## config.mk

```make
export PLATFORM = sky130hd
export DESIGN_NAME = mul_restoring
export DESIGN_NICKNAME = d
export VERILOG_FILES = /design/src/rtl/mul_restoring_pkg.sv /design/src/rtl/mul_restoring_step.sv /design/src/rtl/mul_restoring.sv
export SDC_FILE = /design/constraint.sdc
export NUM_CORES = 1
export LEC_CHECK = 0
export CAP_MARGIN = 20
export CORE_ASPECT_RATIO = 0.5
export CORE_UTILIZATION = 44
export CTS_CLUSTER_SIZE = 12
export DETAILED_ROUTE_END_ITERATION = 12
export GPL_TIMING_DRIVEN = 0
export PLACE_DENSITY = 0.74
export SLEW_MARGIN = 20
export SYNTH_ARGS = -nofsm -noshare
export SYNTH_HDL_FRONTEND = slang
export SYNTH_SLANG_ARGS = --single-unit
```

## constraint.sdc

```tcl
create_clock -name clk -period 2.1 [get_ports clk]
set_input_delay 0.315 -clock clk [delete_from_list [all_inputs] [get_ports clk]]
set_output_delay 0.315 -clock clk [all_outputs]
set_load 0.02 [all_outputs]
```

## src/rtl/mul_restoring_pkg.sv

```systemverilog
// Shared widths and constants for the shift-and-add multiplier.
// Latency: none (definitions only).
// Backpressure: none (definitions only).
package mul_restoring_pkg;

  localparam int OPW  = 16;          // operand width
  localparam int RESW = 32;          // result width
  localparam int ITER = 16;          // one iteration per multiplier bit
  localparam int CNTW = 5;           // wide enough to hold ITER itself
  localparam int ACCW = RESW + 1;    // {carry, hi, lo}

  // Last iteration index; the edge that sees it also completes the operation.
  localparam logic [CNTW-1:0] CNT_LAST = CNTW'(ITER - 1);

  typedef logic [ACCW-1:0] acc_t;
  typedef logic [OPW-1:0]  opnd_t;

endpackage

```

## src/rtl/mul_restoring_step.sv

```systemverilog
// One conditional-add-and-shift iteration of the multiplier datapath.
// Latency: purely combinational.
// Backpressure: none; the caller decides when to register the result.
module mul_step
  import mul_restoring_pkg::*;
(
  input  logic [ACCW-1:0] acc,
  input  logic [OPW-1:0]  reg_a,
  output logic [ACCW-1:0] acc_nxt
);

  logic [OPW:0] sum;

  // The carry bit is always cleared by the shift below, so its old value
  // has no effect on the next accumulator.
  logic unused_carry;
  assign unused_carry = acc[ACCW-1];

  // Add the multiplicand into the high half when the current multiplier bit
  // is set, then shift {sum, lo} right by one so the next bit lands in acc[0].
  always_comb begin
    sum = {1'b0, acc[RESW-1:OPW]};
    if (acc[0]) begin
      sum = {1'b0, acc[RESW-1:OPW]} + {1'b0, reg_a};
    end
    acc_nxt = {1'b0, sum, acc[OPW-1:1]};
  end

endmodule

```

## src/rtl/mul_restoring.sv

```systemverilog
// Sequential unsigned multiply-add: p = a*b + c, one multiplier bit per cycle.
// Latency: start at edge N gives ready and a valid p after edge N+16.
// Backpressure: none; a new start aborts any operation in flight and reloads.
module mul_restoring
  import mul_restoring_pkg::*;
(
  input  logic            clk,
  input  logic            clr,
  input  logic [OPW-1:0]  a,
  input  logic [OPW-1:0]  b,
  input  logic [OPW-1:0]  c,
  input  logic            start,
  output logic [RESW-1:0] p,
  output logic            busy,
  output logic            ready,
  output logic [CNTW-1:0] count
);

  logic [ACCW-1:0] acc;
  logic [ACCW-1:0] acc_nxt;
  logic [OPW-1:0]  reg_a;

  mul_step u_step (
    .acc     (acc),
    .reg_a   (reg_a),
    .acc_nxt (acc_nxt)
  );

  // The low half of the accumulator starts as the multiplier and is consumed
  // bit by bit; after ITER shifts the full accumulator holds a*b + c.
  assign p = acc[RESW-1:0];

  // Operand load on start (highest priority), otherwise iterate while busy;
  // idle cycles keep everything, so ready/p/count hold after completion.
  always_ff @(posedge clk or posedge clr) begin
    if (clr) begin
      acc   <= '0;
      reg_a <= '0;
      count <= '0;
      busy  <= 1'b0;
      ready <= 1'b0;
    end else if (start) begin
      reg_a <= a;
      acc   <= {1'b0, c, b};
      count <= '0;
      busy  <= 1'b1;
      ready <= 1'b0;
    end else if (busy) begin
      acc   <= acc_nxt;
      count <= count + 1'b1;
      if (count == CNT_LAST) begin
        busy  <= 1'b0;
        ready <= 1'b1;
      end
    end
  end

endmodule

```

==> impl_metrics.ini, run 1 <==
[final_layout]
flow.area_growth_from_synthesis_pct = 42.8
layout.cells.non_filler = 534
num-fill-cells = 558
ant_diodes = 0
layout.core_utilization_pct = 67.7
layout.area.seq_um2 = 1380
multiInputGateArea_um2 = 1970
final_cell_area_um2 = 4690
nNetsFinal = 511
drive_above_1_share_pct = 17.2

[detailed_routing]
route.detailed.vias_per_inst = 5.81
wl_per_cell_um = 18.1
via_count = 3105
route.antenna.remaining_nets = 0
post-route-drc-count = 0
sum_of_routed_wire_length_over_all_layers_um = 9640
dr.pass1.iters = 5
drt_first_iter_violations = 269

[yosys]
synth.cells.most_frequent = 55 x dfrtp_1, 34 x nand2_1, 30 x o21ai_0, 29 x a21oi_1, 21 x nor2_1
synth.yosys.warnings = 0
ys_seq_elements = 55
synthTopCellsByArea = dfrtp_1 42%, ha_1 6.9%, mux2i_1 5.8%
synth.top_cell.area_share_pct = 41.9
synth_flop_cell = dfrtp_1
synth_cell_types = 49
post_synth_inst_count = 336
asyncSetResetFlopFracSynth_pct = 100
yosys.cell_count.top_type = dfrtp_1
synth_edf_count = 0
postSynthNetCount = 406
synth_seq_area_share_pct = 41.9
netlist_area_um2 = 3290
synth.avg_cell_area_um2 = 9.78
netlist.top_cell.by_area = dfrtp_1

[clock_network]
htreeDepth = 2
clock_insertion_delay_worst_skew_ns = 0.30
cts.path.max_buffers = 2
clk_transition_reported_paths_ns = 0.07
clock-sinks = 55
clock_tree_from_tritoncts = done
tritoncts.num_buffers = 5
clock-root-buffer = clkbuf_16

[setup_path]
timing.setup.critical_path_class = flip-flop to flip-flop
cp_top_family = compound AO/OA/AOI/OAI gates
worst_ep_required_time_ns = 2.29
critical_path_arrival_ns = 2.38
crit_path_top_delay_cell = dfrtp_2
worst-path-buf-inv = 0
slowest_delay_ns = 0.43
critical_path.max_fanout = 3
crit_chain = ha_4 > fa_2 > a211oi_4 > o21a_1 > o21bai_2 > a32o_2 > o221a_4
critPathCaptureType = flip-flop
cp-start-kind = flip-flop

[floorplan]
core_area_um2 = 6940
start_util_pct = 47.4
die_x_um = 124
floorplan.die_area_um2 = 7840
rows = 21
top_level_ports = 90
vertical_die_dimension_um = 63.1

[timing]
worst_slew_pin_slew_ns = 0.694
setup_repair_after_global_routing_missed_its_margin = yes
timing.final.crit_share_pct = 104
worst_slew_slack_as_a_fraction_of_its_limit_pct = 53.7
clock-skew-final_ns = 0.00625
slew_violations = 0
setup_viol = 3
report.final.hold_viol_count = 0
total_negative_slack_for_setup_checks_ns = -0.149
finalCriticalPeriod_ns = 2.19
fmaxAchievable_ghz = 0.456
post-route-worst-setup-slack_ns = -0.0938

[pwr]
power.leakage_nw = 2.03
p_per_area_nw_per_um2 = 810
vdd_ir_drop_max_mv = 0.407

[placement]
placedInstanceArea_um2 = 4320
detailed_place_hpwl_um = 6600
place.port_buffers = 89
dpl.cell_count = 517
finalWeightedCongestion = 0.916

[job]
max-cap-violations = 0

[grt]
grt_pass1_vias = 3089
grt_start_max_net_pins = 56
globalRouteOverflowTotal = 0
grt_util_all_layers_pct = 25.2
antenna_violations_before_repair = 0
first_pass_grt_wire_length_um = 15600

[outcome]
run_status = complete, but fails checks
violations = negative setup slack

[min_path]
min-delay-path-class = input pin to asynchronous set/reset pin
## report_power, final
group	total (W)	internal [W]	switching (W)	leakage, nW
clock	0.000886	0.000478	0.000408	0.0731
combinational	0.00160	0.000795	0.000803	1.30
sequential	0.00132	0.00118	0.000133	0.659
## area by class of cell
type	count	share of cell area, %
Sequential cell	55	29.5
Multi-Input combinational cell	255	42.0
Timing Repair Buffer	98	20.4
Inverter	7	0.613
Clock buffer	6	2.96
Clock inverter	2	0.347
Tap cell	92	2.45
Buffer	19	1.76
## path summary, 6_finish.rpt
path	start	endpoint	slack (ns)	cells after the start
worst max-delay path	acc[16]$_DFFE_PP0P_	acc[31]$_DFFE_PP0P_	-0.09	7
worst min-delay path	clr	reg_a[14]$_DFFE_PP0P_	0.48	2
worst max register to register	acc[16]$_DFFE_PP0P_	acc[31]$_DFFE_PP0P_	-0.09	7
worst min register to register	reg_a[2]$_DFFE_PP0P_	reg_a[2]$_DFFE_PP0P_	0.53	1
max in group asynchronous	clr	acc[25]$_DFFE_PP0P_	1.11	2
min in group clk	reg_a[2]$_DFFE_PP0P_	reg_a[2]$_DFFE_PP0P_	0.53	1
## through the flow
stage          setup slack, ns  power [W]  hold WS (ns)
3_3_place_gp            -0.746    0.00264         0.500
2_1_floorplan          -0.0191    0.00219         0.434
3_5_place_dp            -0.224    0.00267         0.505
5_1_grt                 -0.155    0.00400         0.540
4_1_cts                -0.0910    0.00368         0.521
6_report               -0.0938    0.00380         0.484
## registers in the layout (all words and copies together) (netlist names)
signal / count
ready: 1
busy: 1
reg_a: 16
acc: 32
count: 5
## layout by cell type, fill, tap and decap left out, drive strengths merged, types with 3 or more instances in the layout
| master | count |
|---|---|
| mux2i | 19 |
| and3 | 4 |
| inv | 6 |
| o211ai | 3 |
| nand3 | 4 |
| xnor2 | 7 |
| ha | 18 |
| a31o | 3 |
| mux2 | 17 |
| a21o | 6 |
| dfrtp | 55 |
| a211oi | 13 |
| a21oi | 31 |
| clkbuf | 16 |
| o21bai | 3 |
| buf | 18 |
| o21a | 6 |
| clkdlybuf4s50 | 89 |
| nand3b | 5 |
| o31ai | 5 |
| xor2 | 3 |
| nor2 | 21 |
| o21ai | 30 |
| nor3 | 6 |
| nand2 | 34 |
## metal layers
metal / track usage [%] / vias up / share of wire [%]
li1: - / 1448 / -
met1: 34.4 / 1528 / 45
met2: 40.3 / 118 / 47
met3: 6.03 / 11 / 6.8
met4: 6.78 / 0 / 0.88
met5: 0 / - / 0
## worst reg2reg max path, delay by kind of cell, from the launching register on
family | cells | cell delay, ns
AO/OA/AOI/OAI | 5 | 1.06
adder cells (fa/ha/maj) | 2 | 0.60
flip-flops | 1 | 0.43
## cell families after synthesis
group / count (synthesis) / share of synthesized area, %
AOI/OAI and AO/OA: 110 / 22.0
and+or+nand+nor: 80 / 11.2
DFF: 55 / 41.9
muxes: 36 / 11.6
buffers and inverters: 26 / 3.24
adders and majority gates: 19 / 7.46
xor gates and xnor gates: 10 / 2.67
## what timing repair did
| item | in CTS | in global routing |
|---|---|---|
| hold buffers | 0 | 0 |
| buffers inserted | 9 | 1 |
| endpoints found under the setup margin | 4 | 17 |
| resized for setup | 12 | 22 |
| pin swaps | 8 | 14 |
No activity file was read; power rests on OpenSTA's default activity.
==> inputs of run 2 (changes only) <==
Settings changed: CELL_PAD_IN_SITES_DETAIL_PLACEMENT set to 2, CELL_PAD_IN_SITES_GLOBAL_PLACEMENT set to 2, CORE_UTILIZATION 44 to 26, PLACE_DENSITY 0.74 to 0.72, TNS_END_PERCENT set to 1.
==> run 2 against run 1 <==
Against the previous run: the run still ends with negative setup slack left; routed wire length grew 23%; flip-flop and latch count stayed put; worst hold slack lost 0.14 ns; die area is 67% higher; first-iteration DRC count shrank 70%; critical endpoint unchanged; largest cell class unchanged.
==> impl_metrics.ini, run 2 (synthesis results as in run 1) <==
[final_layout]
largest_register_ffs = 32
drive_above_1_share_pct = 16.9
ant_diodes = 0
layout_commonest_cell = clkdlybuf4s50_1
nNetsFinal = 513
top_regs = acc (32), reg_a (16), count (5)
top_reg_by_flops = acc
layout.core_utilization_pct = 39.8
commonest_non_fill_non_tap_cells_in_the_layout = 89 x clkdlybuf4s50_1, 49 x dfrtp_1, 34 x nand2_1, 29 x a21oi_1, 28 x o21ai_0
flow.area_growth_from_synthesis_pct = 46.0
final_cell_area_um2 = 4800
num-fill-cells = 1311

[setup_path]
worst_ep_required_time_ns = 2.30
critical_path.max_fanout = 3
critPathCaptureType = flip-flop
cp-start-kind = flip-flop
crit_chain = ha_4 > fa_2 > a211oi_4 > o21a_1 > o21bai_2 > a32o_2 > o221a_4
timing.setup.critical_path_class = flip-flop to flip-flop
worstReg2RegEnd = acc[31]$_DFFE_PP0P_
reg2reg_depth = 7
regToRegSetupSlack_ns = -0.12
cp-startpoint = acc[16]$_DFFE_PP0P_
crit_path_top_delay_cell = dfrtp_2
regToRegStartpoint = acc[16]$_DFFE_PP0P_
slowest_delay_ns = 0.43
critical_path_arrival_ns = 2.42

[detailed_routing]
route.antenna.remaining_nets = 0
post-route-drc-count = 0
dr.pass1.iters = 4
route.detailed.vias_per_inst = 4.99
wl_per_cell_um = 19.5
drt_first_iter_violations = 81
sum_of_routed_wire_length_over_all_layers_um = 11900
via_count = 3036

[timing]
finalCriticalPeriod_ns = 2.22
worst_slew_pin_slew_ns = 0.668
clock-skew-final_ns = 0.00566
total_negative_slack_for_setup_checks_ns = -0.394
fmaxAchievable_ghz = 0.450
timing.final.crit_share_pct = 106
slew_violations = 0
setup_viol = 9
post-route-worst-setup-slack_ns = -0.122
setup_repair_after_global_routing_missed_its_margin = yes
worst_slew_slack_as_a_fraction_of_its_limit_pct = 55.5
finalHoldWorstSlack_ns = 0.344
report.final.hold_viol_count = 0

[grt]
grt_start_max_net_pins = 29
grt_pass1_vias = 3302
first_pass_grt_wire_length_um = 18500
globalRouteOverflowTotal = 0
antenna_violations_before_repair = 0
grt_util_all_layers_pct = 18.4

[placement]
place.port_buffers = 89
post-place-ws_ns = -0.325
detailed_place_hpwl_um = 8450
finalWeightedCongestion = 0.785
placedInstanceArea_um2 = 4430

[clock_network]
clock-sinks = 55
tritoncts.num_buffers = 5
cts.path.max_buffers = 2
clock_insertion_delay_worst_skew_ns = 0.30
clk_transition_reported_paths_ns = 0.08
clock-root-buffer = clkbuf_16
clock_tree_from_tritoncts = done
htreeDepth = 2

[outcome]
run_status = complete, but fails checks
violations = negative setup slack

[floorplan]
rows = 28
start_util_pct = 27.3
core_area_um2 = 12100
top_level_ports = 90
die_x_um = 161
floorplan.die_area_um2 = 13100
vertical_die_dimension_um = 81.5

[pwr]
vdd_ir_drop_max_mv = 0.316
power.leakage_nw = 2.05
p_per_area_nw_per_um2 = 812

[job]
max-cap-violations = 0

[min_path]
min-delay-path-class = input pin to asynchronous set/reset pin
-- run 2: layout make-up --
class	instances	area, µm²	area share (%)
tap	165	206	4.30
sequential	55	1380	28.8
clock inverter	2	13.8	0.287
inverter	7	28.8	0.600
timing repair buffer	100	990	20.6
clock buffer	6	139	2.90
multi-input combinational	255	1950	40.7
buffer	19	82.6	1.72
-- run 2: timing repair --
action	CTS	global route
resized for setup	19	13
buffers inserted	8	2
setup endpoints to repair	8	18
pin swaps	8	9
hold buffers	0	0
-- run 2: stage by stage --
stage               power (W)  cells
finish                0.00389    609
global route          0.00412    609
CTS                   0.00384    607
detailed placement    0.00277    591
global placement      0.00272    590
floorplan             0.00219    336
-- run 2: where the power goes --
part           internal [W]  switching, W
registers           0.00119      0.000158
clock network      0.000479      0.000422
logic              0.000806      0.000844
total               0.00247       0.00142
-- run 2: worst max-delay path by stage --
stage                                     end  slack (ns)  depth (start not counted)
after floorplan           acc[31]$_DFFE_PP0P_       -0.02                          6
after global placement    acc[16]$_DFFE_PP0P_       -1.02                          2
after detailed placement  acc[28]$_DFFE_PP0P_       -0.33                          5
after CTS                 acc[31]$_DFFE_PP0P_       -0.14                          7
after global routing      acc[29]$_DFFE_PP0P_       -0.18                          8
final                     acc[31]$_DFFE_PP0P_       -0.12                          7
-- run 2: per-layer routing --
layer | up-vias | wire (µm) | track usage, % | part of all wire, %
met3 | 13 | 427 | 3.23 | 3.6
li1 | 1450 | - | - | -
met2 | 62 | 5460 | 30.5 | 46
met4 | 0 | 125 | 3.30 | 1.1
met5 | - | 0 | 0 | 0
met1 | 1511 | 5850 | 25.5 | 49
-- run 2: worst max-delay path, delay by kind of cell, from the launching register on --
family,cells,cell delay (ns)
AO/OA/AOI/OAI,5,1.09
flip-flops,1,0.43
adder cells (fa/ha/maj),2,0.59
